==> src/rtl/regfile_pkg.sv <==
// Shared types and helpers for the 2-write / 2-read register file.
// Imported by the top level and by the read-port slice.
package regfile_pkg;

  typedef enum logic [1:0] {
    SRC_ARRAY,
    SRC_BYP0,
    SRC_BYP1,
    SRC_ZERO
  } rd_src_e;

  // A 2-entry file still needs one address bit.
  function automatic int clog2_min1(input int n);
    return (n <= 2) ? 1 : $clog2(n);
  endfunction

endpackage

==> src/rtl/regfile_read_port.sv <==
// One registered read port: range check, write bypass, valid flag
// and hold-or-clear behaviour when the port is idle.
module regfile_read_port
  import regfile_pkg::*;
#(
  parameter int WIDTH    = 10,
  parameter int DEPTH    = 4,
  parameter int AW       = 2,
  parameter bit ZERO_REG = 1'b0,
  parameter bit BYPASS   = 1'b1,
  parameter bit HOLD     = 1'b1
) (
  input  logic                        clk,
  input  logic                        rst,
  input  logic [DEPTH-1:0][WIDTH-1:0] regs,
  input  logic [AW-1:0]               rda,
  input  logic                        enr,
  input  logic [AW-1:0]               wra0,
  input  logic                        enw0,
  input  logic [WIDTH-1:0]            d0,
  input  logic [AW-1:0]               wra1,
  input  logic                        enw1,
  input  logic [WIDTH-1:0]            d1,
  output logic [WIDTH-1:0]            q,
  output logic                        v
);

  logic       in_range;
  logic       is_zero;
  logic       hit0;
  logic       hit1;
  logic       sel_zero;
  logic       sel_b1;
  logic       sel_b0;
  rd_src_e    src;
  logic [WIDTH-1:0] rd_data;

  assign in_range = {1'b0, rda} < (AW+1)'(DEPTH);
  assign is_zero  = ZERO_REG && (rda == '0);
  assign hit0     = BYPASS && enw0 && (wra0 == rda);
  assign hit1     = BYPASS && enw1 && (wra1 == rda);

  // Priority flattened into disjoint selects: zero, then port 1.
  assign sel_zero = !in_range || is_zero;
  assign sel_b1   = !sel_zero && hit1;
  assign sel_b0   = !sel_zero && !hit1 && hit0;

  always_comb begin
    src = SRC_ARRAY;
    unique case (1'b1)
      sel_zero: src = SRC_ZERO;
      sel_b1:   src = SRC_BYP1;
      sel_b0:   src = SRC_BYP0;
      default:  src = SRC_ARRAY;
    endcase
  end

  always_comb begin
    rd_data = '0;
    unique case (src)
      SRC_ARRAY: rd_data = regs[rda];
      SRC_BYP0:  rd_data = d0;
      SRC_BYP1:  rd_data = d1;
      SRC_ZERO:  rd_data = '0;
      default:   rd_data = '0;
    endcase
  end

  always_ff @(posedge clk) begin
    if (rst) begin
      q <= '0;
      v <= 1'b0;
    end else if (enr) begin
      q <= rd_data;
      v <= 1'b1;
    end else begin
      v <= 1'b0;
      if (!HOLD) q <= '0;
    end
  end

endmodule

==> src/rtl/regfile_2w2r.sv <==
// DEPTH x WIDTH register file with two write and two registered
// read ports; write port 1 wins an address collision.
module regfile_2w2r
  import regfile_pkg::*;
#(
  parameter int WIDTH    = 10,
  parameter int DEPTH    = 4,
  parameter bit ZERO_REG = 1'b0,
  parameter bit BYPASS   = 1'b1,
  parameter bit HOLD     = 1'b1,
  localparam int AW      = clog2_min1(DEPTH)
) (
  input  logic             Clkb,
  input  logic             Rst,
  input  logic [WIDTH-1:0] D0,
  input  logic [AW-1:0]    WRA0,
  input  logic             ENW0,
  input  logic [WIDTH-1:0] D1,
  input  logic [AW-1:0]    WRA1,
  input  logic             ENW1,
  input  logic [AW-1:0]    RDA0,
  input  logic             ENR0,
  input  logic [AW-1:0]    RDA1,
  input  logic             ENR1,
  output logic [WIDTH-1:0] Q0,
  output logic [WIDTH-1:0] Q1,
  output logic             V0,
  output logic             V1
);

  logic [DEPTH-1:0][WIDTH-1:0] regs;
  logic                        wok0;
  logic                        wok1;

  assign wok0 = ENW0
    && ({1'b0, WRA0} < (AW+1)'(DEPTH))
    && !(ZERO_REG && (WRA0 == '0));
  assign wok1 = ENW1
    && ({1'b0, WRA1} < (AW+1)'(DEPTH))
    && !(ZERO_REG && (WRA1 == '0));

  // Port 1 is assigned last so it overrides port 0 on a collision.
  always_ff @(posedge Clkb) begin
    if (Rst) begin
      regs <= '0;
    end else begin
      for (int i = 0; i < DEPTH; i++) begin
        if (wok0 && (WRA0 == AW'(i))) regs[i] <= D0;
        if (wok1 && (WRA1 == AW'(i))) regs[i] <= D1;
      end
    end
  end

  regfile_read_port #(
    .WIDTH   (WIDTH),
    .DEPTH   (DEPTH),
    .AW      (AW),
    .ZERO_REG(ZERO_REG),
    .BYPASS  (BYPASS),
    .HOLD    (HOLD)
  ) u_rd0 (
    .clk (Clkb),
    .rst (Rst),
    .regs(regs),
    .rda (RDA0),
    .enr (ENR0),
    .wra0(WRA0),
    .enw0(ENW0),
    .d0  (D0),
    .wra1(WRA1),
    .enw1(ENW1),
    .d1  (D1),
    .q   (Q0),
    .v   (V0)
  );

  regfile_read_port #(
    .WIDTH   (WIDTH),
    .DEPTH   (DEPTH),
    .AW      (AW),
    .ZERO_REG(ZERO_REG),
    .BYPASS  (BYPASS),
    .HOLD    (HOLD)
  ) u_rd1 (
    .clk (Clkb),
    .rst (Rst),
    .regs(regs),
    .rda (RDA1),
    .enr (ENR1),
    .wra0(WRA0),
    .enw0(ENW0),
    .d0  (D0),
    .wra1(WRA1),
    .enw1(ENW1),
    .d1  (D1),
    .q   (Q1),
    .v   (V1)
  );

endmodule

==> config.mk <==
export PLATFORM = sky130hd
export DESIGN_NAME = regfile_2w2r
export DESIGN_NICKNAME = d
export VERILOG_FILES = /design/src/rtl/regfile_pkg.sv /design/src/rtl/regfile_read_port.sv /design/src/rtl/regfile_2w2r.sv
export SDC_FILE = /design/constraint.sdc
export NUM_CORES = 1
export LEC_CHECK = 0
export BUFFER_PORTS_ARGS = -buffer_cell sky130_fd_sc_hd__buf_2
export CORE_MARGIN = 2
export CORE_UTILIZATION = 30
export CTS_CLUSTER_SIZE = 24
export DETAILED_ROUTE_END_ITERATION = 8
export GPL_TIMING_DRIVEN = 1
export SETUP_SLACK_MARGIN = 0.15
export SYNTH_ARGS = -nofsm -noshare
export SYNTH_HDL_FRONTEND = slang
export SYNTH_SLANG_ARGS = --single-unit
==> constraint.sdc <==
create_clock -name Clkb -period 3.2 [get_ports Clkb]
set_input_delay 0.64 -clock Clkb [delete_from_list [all_inputs] [get_ports Clkb]]
set_output_delay 0.64 -clock Clkb [all_outputs]
set_load 0.01 [all_outputs]
Word level (Yosys, flattened, before mapping)
Cells that the tools add are included.

cells by class
  add/sub/neg operators = 0
  $mul = 0
  div/mod/pow operators = 0
  $lt $le $gt $ge = 2
  equality and inequality tests = 16
  shifts and indexed selects = 0
  multiplexer cells = 18
  bitwise operators = 0
  reductions and logical operators = 24

operators with widths
  cell                                                                   number
  10-bit 2-to-1 mux                                                      10
  10-bit case mux with 4 select lines                                    2
  10-bit binary-select mux with 2-bit select                             2
  2-bit equality test, second input constant                             8
  1-bit logical AND                                                      14
  2-bit by 1-bit equality test with 1-bit output, second input constant  4
  2-bit equality test                                                    4
  2-bit logical NOT                                                      4
  2-bit case mux with 2 select lines                                     2
  2-bit nonzero test                                                     4
  2-bit by 3-bit < comparator with 1-bit output, second input constant   2
  1-bit logical NOT                                                      2
  1-bit 2-to-1 mux                                                       2

word-level totals
  register bits = 62
  latch bits = 0
  RAM bits = 0
  memory bits (read-only) = 0
  input bits = 34
  output and inout bits = 22
  memories kept = 0

Longest topological paths before layout
  word-level depth = 7
  depth in mapped cells = 5
  mapped depth without buffers = 4

Hierarchy
From an unflattened synthesis, not the netlist that was laid out.

second synthesis, totals
  cells, all modules = 403
  area, all modules = 3,514.6 um^2

by module, submodules not included
  module             instances  cells each  area each (um^2)  seq. area each (um^2)
  regfile_2w2r       1          209         1,843.0           800.8
  regfile_read_port  2          97          835.8             220.2

Worst setup path before layout
Ideal clock, no wire load.

  path type = input to register
  from = input RDA0[0]
  to = register u_rd0.q[0]
  library setup time = 120 ps
  data arrival time = 1,459 ps
  data required time = 3,080 ps
  setup slack = 1,621 ps
  cell stages on the path = 4
  path through = buf_4 mux4_2 nand2_1 a21oi_1

on the way
  cells in the longest elaborated chain, start to end = 7
  elaborated cells between the ends (all ways) = 14
  classes of those cells = eq/ne: 5; mux: 4; reduce/logical: 5

RTL lines
  what                                               line                     RTL
  from (decl)                                        regfile_2w2r.sv:21       input logic [AW-1:0] RDA0,
  2-bit equality test                                regfile_read_port.sv:41  assign hit1 = BYPASS && enw1 && (wra1 == rda);
  1-bit logical AND                                  regfile_read_port.sv:41
  1-bit logical NOT                                  regfile_read_port.sv:46  assign sel_b0 = !sel_zero && !hit1 && hit0;
  1-bit logical AND                                  regfile_read_port.sv:46
  2-bit case mux with 2 select lines                 regfile_read_port.sv:50  unique case (1'b1)
  2-bit equality test, or another cell as far along  regfile_read_port.sv:60  unique case (src)
  10-bit case mux with 4 select lines *              regfile_read_port.sv:60
  to (signal assigned)                               regfile_read_port.sv:74  q <= rd_data;
  to (decl)                                          regfile_read_port.sv:24  output logic [WIDTH-1:0] q,

Every way passes the cells marked *; elsewhere a longest branch is shown, timed or not. The select of a mux whose other input is x is not followed.
A chain may end at the register's enable or synchronous reset.

Worst setup path in the final report
  from = input RDA0[0]
  to = register u_rd0.q[8]

The elaborated chain is that of the path after synthesis.

==> impl_metrics.env <==
export IMPL_status="finished, final reports clean"
export IMPL_ys_seq_area_share_pct=35.7
export IMPL_drv_cap=0
export IMPL_regToRegSetupSlack_ps=2100
export IMPL_fin_util_pct=35.9
export IMPL_cts_setup_buffers=0
export IMPL_cts_sinks=62
export IMPL_nNetsFinal=452
export IMPL_setup_ws_ps=1370
export IMPL_grt_ovfl_total=0
export IMPL_numCtsBuffers=9
export IMPL_fmaxAchievable_ghz=0.545
export IMPL_core_um2=11400
export IMPL_wl_per_cell_um=17.6
export IMPL_diodes=0
export IMPL_synth_cell_area_um2=3470
export IMPL_place_ws_ps=1020
export IMPL_dr_pass1_iters=5
export IMPL_grt_max_degree=48
export IMPL_r2r_cells=3
export IMPL_cp_max_fo=12
export IMPL_p_int_mw=1.63
export IMPL_cts_tree="built"
export IMPL_cts_resized=0
export IMPL_htreeDepth=3
export IMPL_ys_seq_elements=62
export IMPL_post_route_min_period_ps=1830
export IMPL_dp_cells=550
export IMPL_timing_final_crit_share_pct=57.3
export IMPL_drtIter0Drc=184
export IMPL_cts_buffer_depth=2
export IMPL_dpl_hpwl_um=6900
export IMPL_rsz0062_at_grt="false"
export IMPL_track_usage_pct=16.5
export IMPL_wl_um=9960
export IMPL_drv_slew=0
export IMPL_setup_tns_ps=0
export IMPL_finalSetupViolCount=0
export IMPL_placed_area_um2=3770
export IMPL_start_util_pct=30.5
export IMPL_cp_start_kind="input port"
export IMPL_syn_to_final_growth_pct=17.6
export IMPL_synth_area_leaders="dfxtp_1 36%, mux4_2 13%, mux2i_1 12%"
export IMPL_holdPathStages=4
export IMPL_yosys_warnings=0
export IMPL_total_power_mw=2.22
export IMPL_worst_pin_slew_ps=958
export IMPL_insertion_delay_ps=330
export IMPL_io_buffers=55
export IMPL_yosysUniqueCellTypes=22
export IMPL_switching_share_pct=26.9
export IMPL_setup_worst_path_class="in2reg"
export IMPL_grt_pass1_wl_um=16100
export IMPL_synth_top_area_share_pct=35.7
export IMPL_layout_drive_gt1_share_pct=24.6
export IMPL_route_detailed_drc=0
export IMPL_syn_nets=415
export IMPL_cts_root_buf="clkbuf_16"
export IMPL_crit_arrival_ps=2090
export IMPL_clockPowerShare_pct=45.0
export IMPL_netlist_instances=381
export IMPL_fp_dieW_um=112
export IMPL_clock_skew_ps=5.61
export IMPL_grt_pass1_vias=2932
export IMPL_viasPerCell=5.28
export IMPL_cts_clk_slew_worst_paths_ps=60
export IMPL_slew_headroom_pct=36.2
export IMPL_cp_end_kind="flip-flop"
export IMPL_stdcell_area_um2=4080
export IMPL_p_sw_mw=0.597
export IMPL_io_pins=56
export IMPL_avgSynthCellArea_um2=9.12
export IMPL_whs_ps=564
export IMPL_crit_required_ps=3460
export IMPL_place_gp_congestion=0.803
export IMPL_synth_largest_area_cell="dfxtp_1"
export IMPL_vias=2989
export IMPL_peakVddDrop_mv=0.281
export IMPL_antenna_found_initial=0
export IMPL_die_y_um=112
export IMPL_hold_class="reg2reg"
export IMPL_fin_cells=566
export IMPL_ctsHoldBuffers=0
export IMPL_seqPwrFrac_pct=38.9
export IMPL_antenna_left=0
export IMPL_hold_violations=0
export IMPL_powerDensity_nw_per_um2=544
export IMPL_dieArea_um2=12500
export IMPL_fillers=1174
export IMPL_leakage_nw=1.70
export IMPL_p_comb_share_pct=16.1
export IMPL_row_count=39
## flip-flops by register name, indices dropped and copies added (netlist names)
signal and flops:
regs 40, u_rd0.q 10, u_rd0.v 1, u_rd1.q 10, u_rd1.v 1
## cells by family (layout without fill, tap and decap cells)
logic type | after synthesis | count (layout) | share of synthesized area [%]
simple gates | 116 | 116 | 13.8
compound gates | 102 | 102 | 18.9
flops | 62 | 62 | 35.7
mux | 60 | 60 | 24.5
buf+inv | 33 | 75 | 5.08
xor+xnor | 8 | 8 | 2.02
## path summary, 6_finish.rpt
kind	start	endpoint
setup / recovery	RDA0[0]	u_rd0.q[8]$_SDFFE_PP0P_
hold reg to reg	u_rd1.q[3]$_SDFFE_PP0P_	u_rd1.q[3]$_SDFFE_PP0P_
hold / removal	u_rd1.q[3]$_SDFFE_PP0P_	u_rd1.q[3]$_SDFFE_PP0P_
setup reg to reg	regs[35]$_SDFFE_PP0P_	u_rd1.q[5]$_SDFFE_PP0P_
## worst max-delay path, stage by stage
cell and delay [ps]:
buf_2 370, xnor2_1 190, and3_1 570, a21oi_2 130
a21oi_1 190
## cell type report
| class | instances | area (um2) | area share, % |
|---|---|---|---|
| Sequential cell | 62 | 1240 | 30.4 |
| Clock inverter | 5 | 57.6 | 1.41 |
| Multi-Input combinational cell | 286 | 2060 | 50.3 |
| Timing Repair Buffer | 57 | 290 | 7.11 |
| Clock buffer | 11 | 253 | 6.19 |
| Tap cell | 143 | 179 | 4.38 |
| Inverter | 2 | 7.51 | 0.184 |
## cell usage in the layout (no fill, tap or decap)
cell / netlist / layout
nor2_1: 82 / 82
a21oi_2: 10 / 10
or3b_1: 1 / 1
clkinvlp_4: 0 / 3
nand2_1: 20 / 20
a211oi_1: 40 / 40
a31o_1: 2 / 2
a21oi_1: 30 / 30
nand4_1: 2 / 2
o21ai_0: 20 / 20
mux2i_1: 40 / 40
xnor2_1: 8 / 8
clkbuf_16: 0 / 9
nand3_1: 4 / 4
nor3b_2: 1 / 1
and3_1: 2 / 2
clkbuf_8: 0 / 2
buf_4: 6 / 2
nand3b_1: 4 / 4
dfxtp_1: 62 / 62
inv_1: 2 / 2
buf_2: 6 / 55
bufinv_16: 0 / 1
clkinv_2: 0 / 1
mux4_2: 20 / 20
## layer usage
metal  vias to the layer above  GRT usage, %  wire [um]
met2                        94          26.3       4720
met1                      1415          21.2       4310
li1                       1462             -          -
met4                         0          7.24        239
met3                        18          3.97        690
met5                         -             0          0
## power by group through the flow
stage	sequential [mW]	clock [mW]	combinational [mW]
3_3_place_gp	0.878	0	0.349
2_1_floorplan	0.883	0	0.233
6_report	0.865	1.00	0.357
5_1_grt	0.872	1.06	0.391
3_5_place_dp	0.881	0	0.354
4_1_cts	0.865	1.01	0.357
## synth_stat cells (all sizes together)
cell type and n:
nor2 82, dfxtp 62, a211oi 40, a21oi 40, mux2i 40, mux4 20
nand2 20, o21ai 20, clkbuf 16, buf 15, xnor2 8, nand3 4
nand3b 4, a31o 2, and3 2, inv 2, nand4 2, nor3b 1
or3b 1
Note: power is estimated with default switching activity, not from simulation.
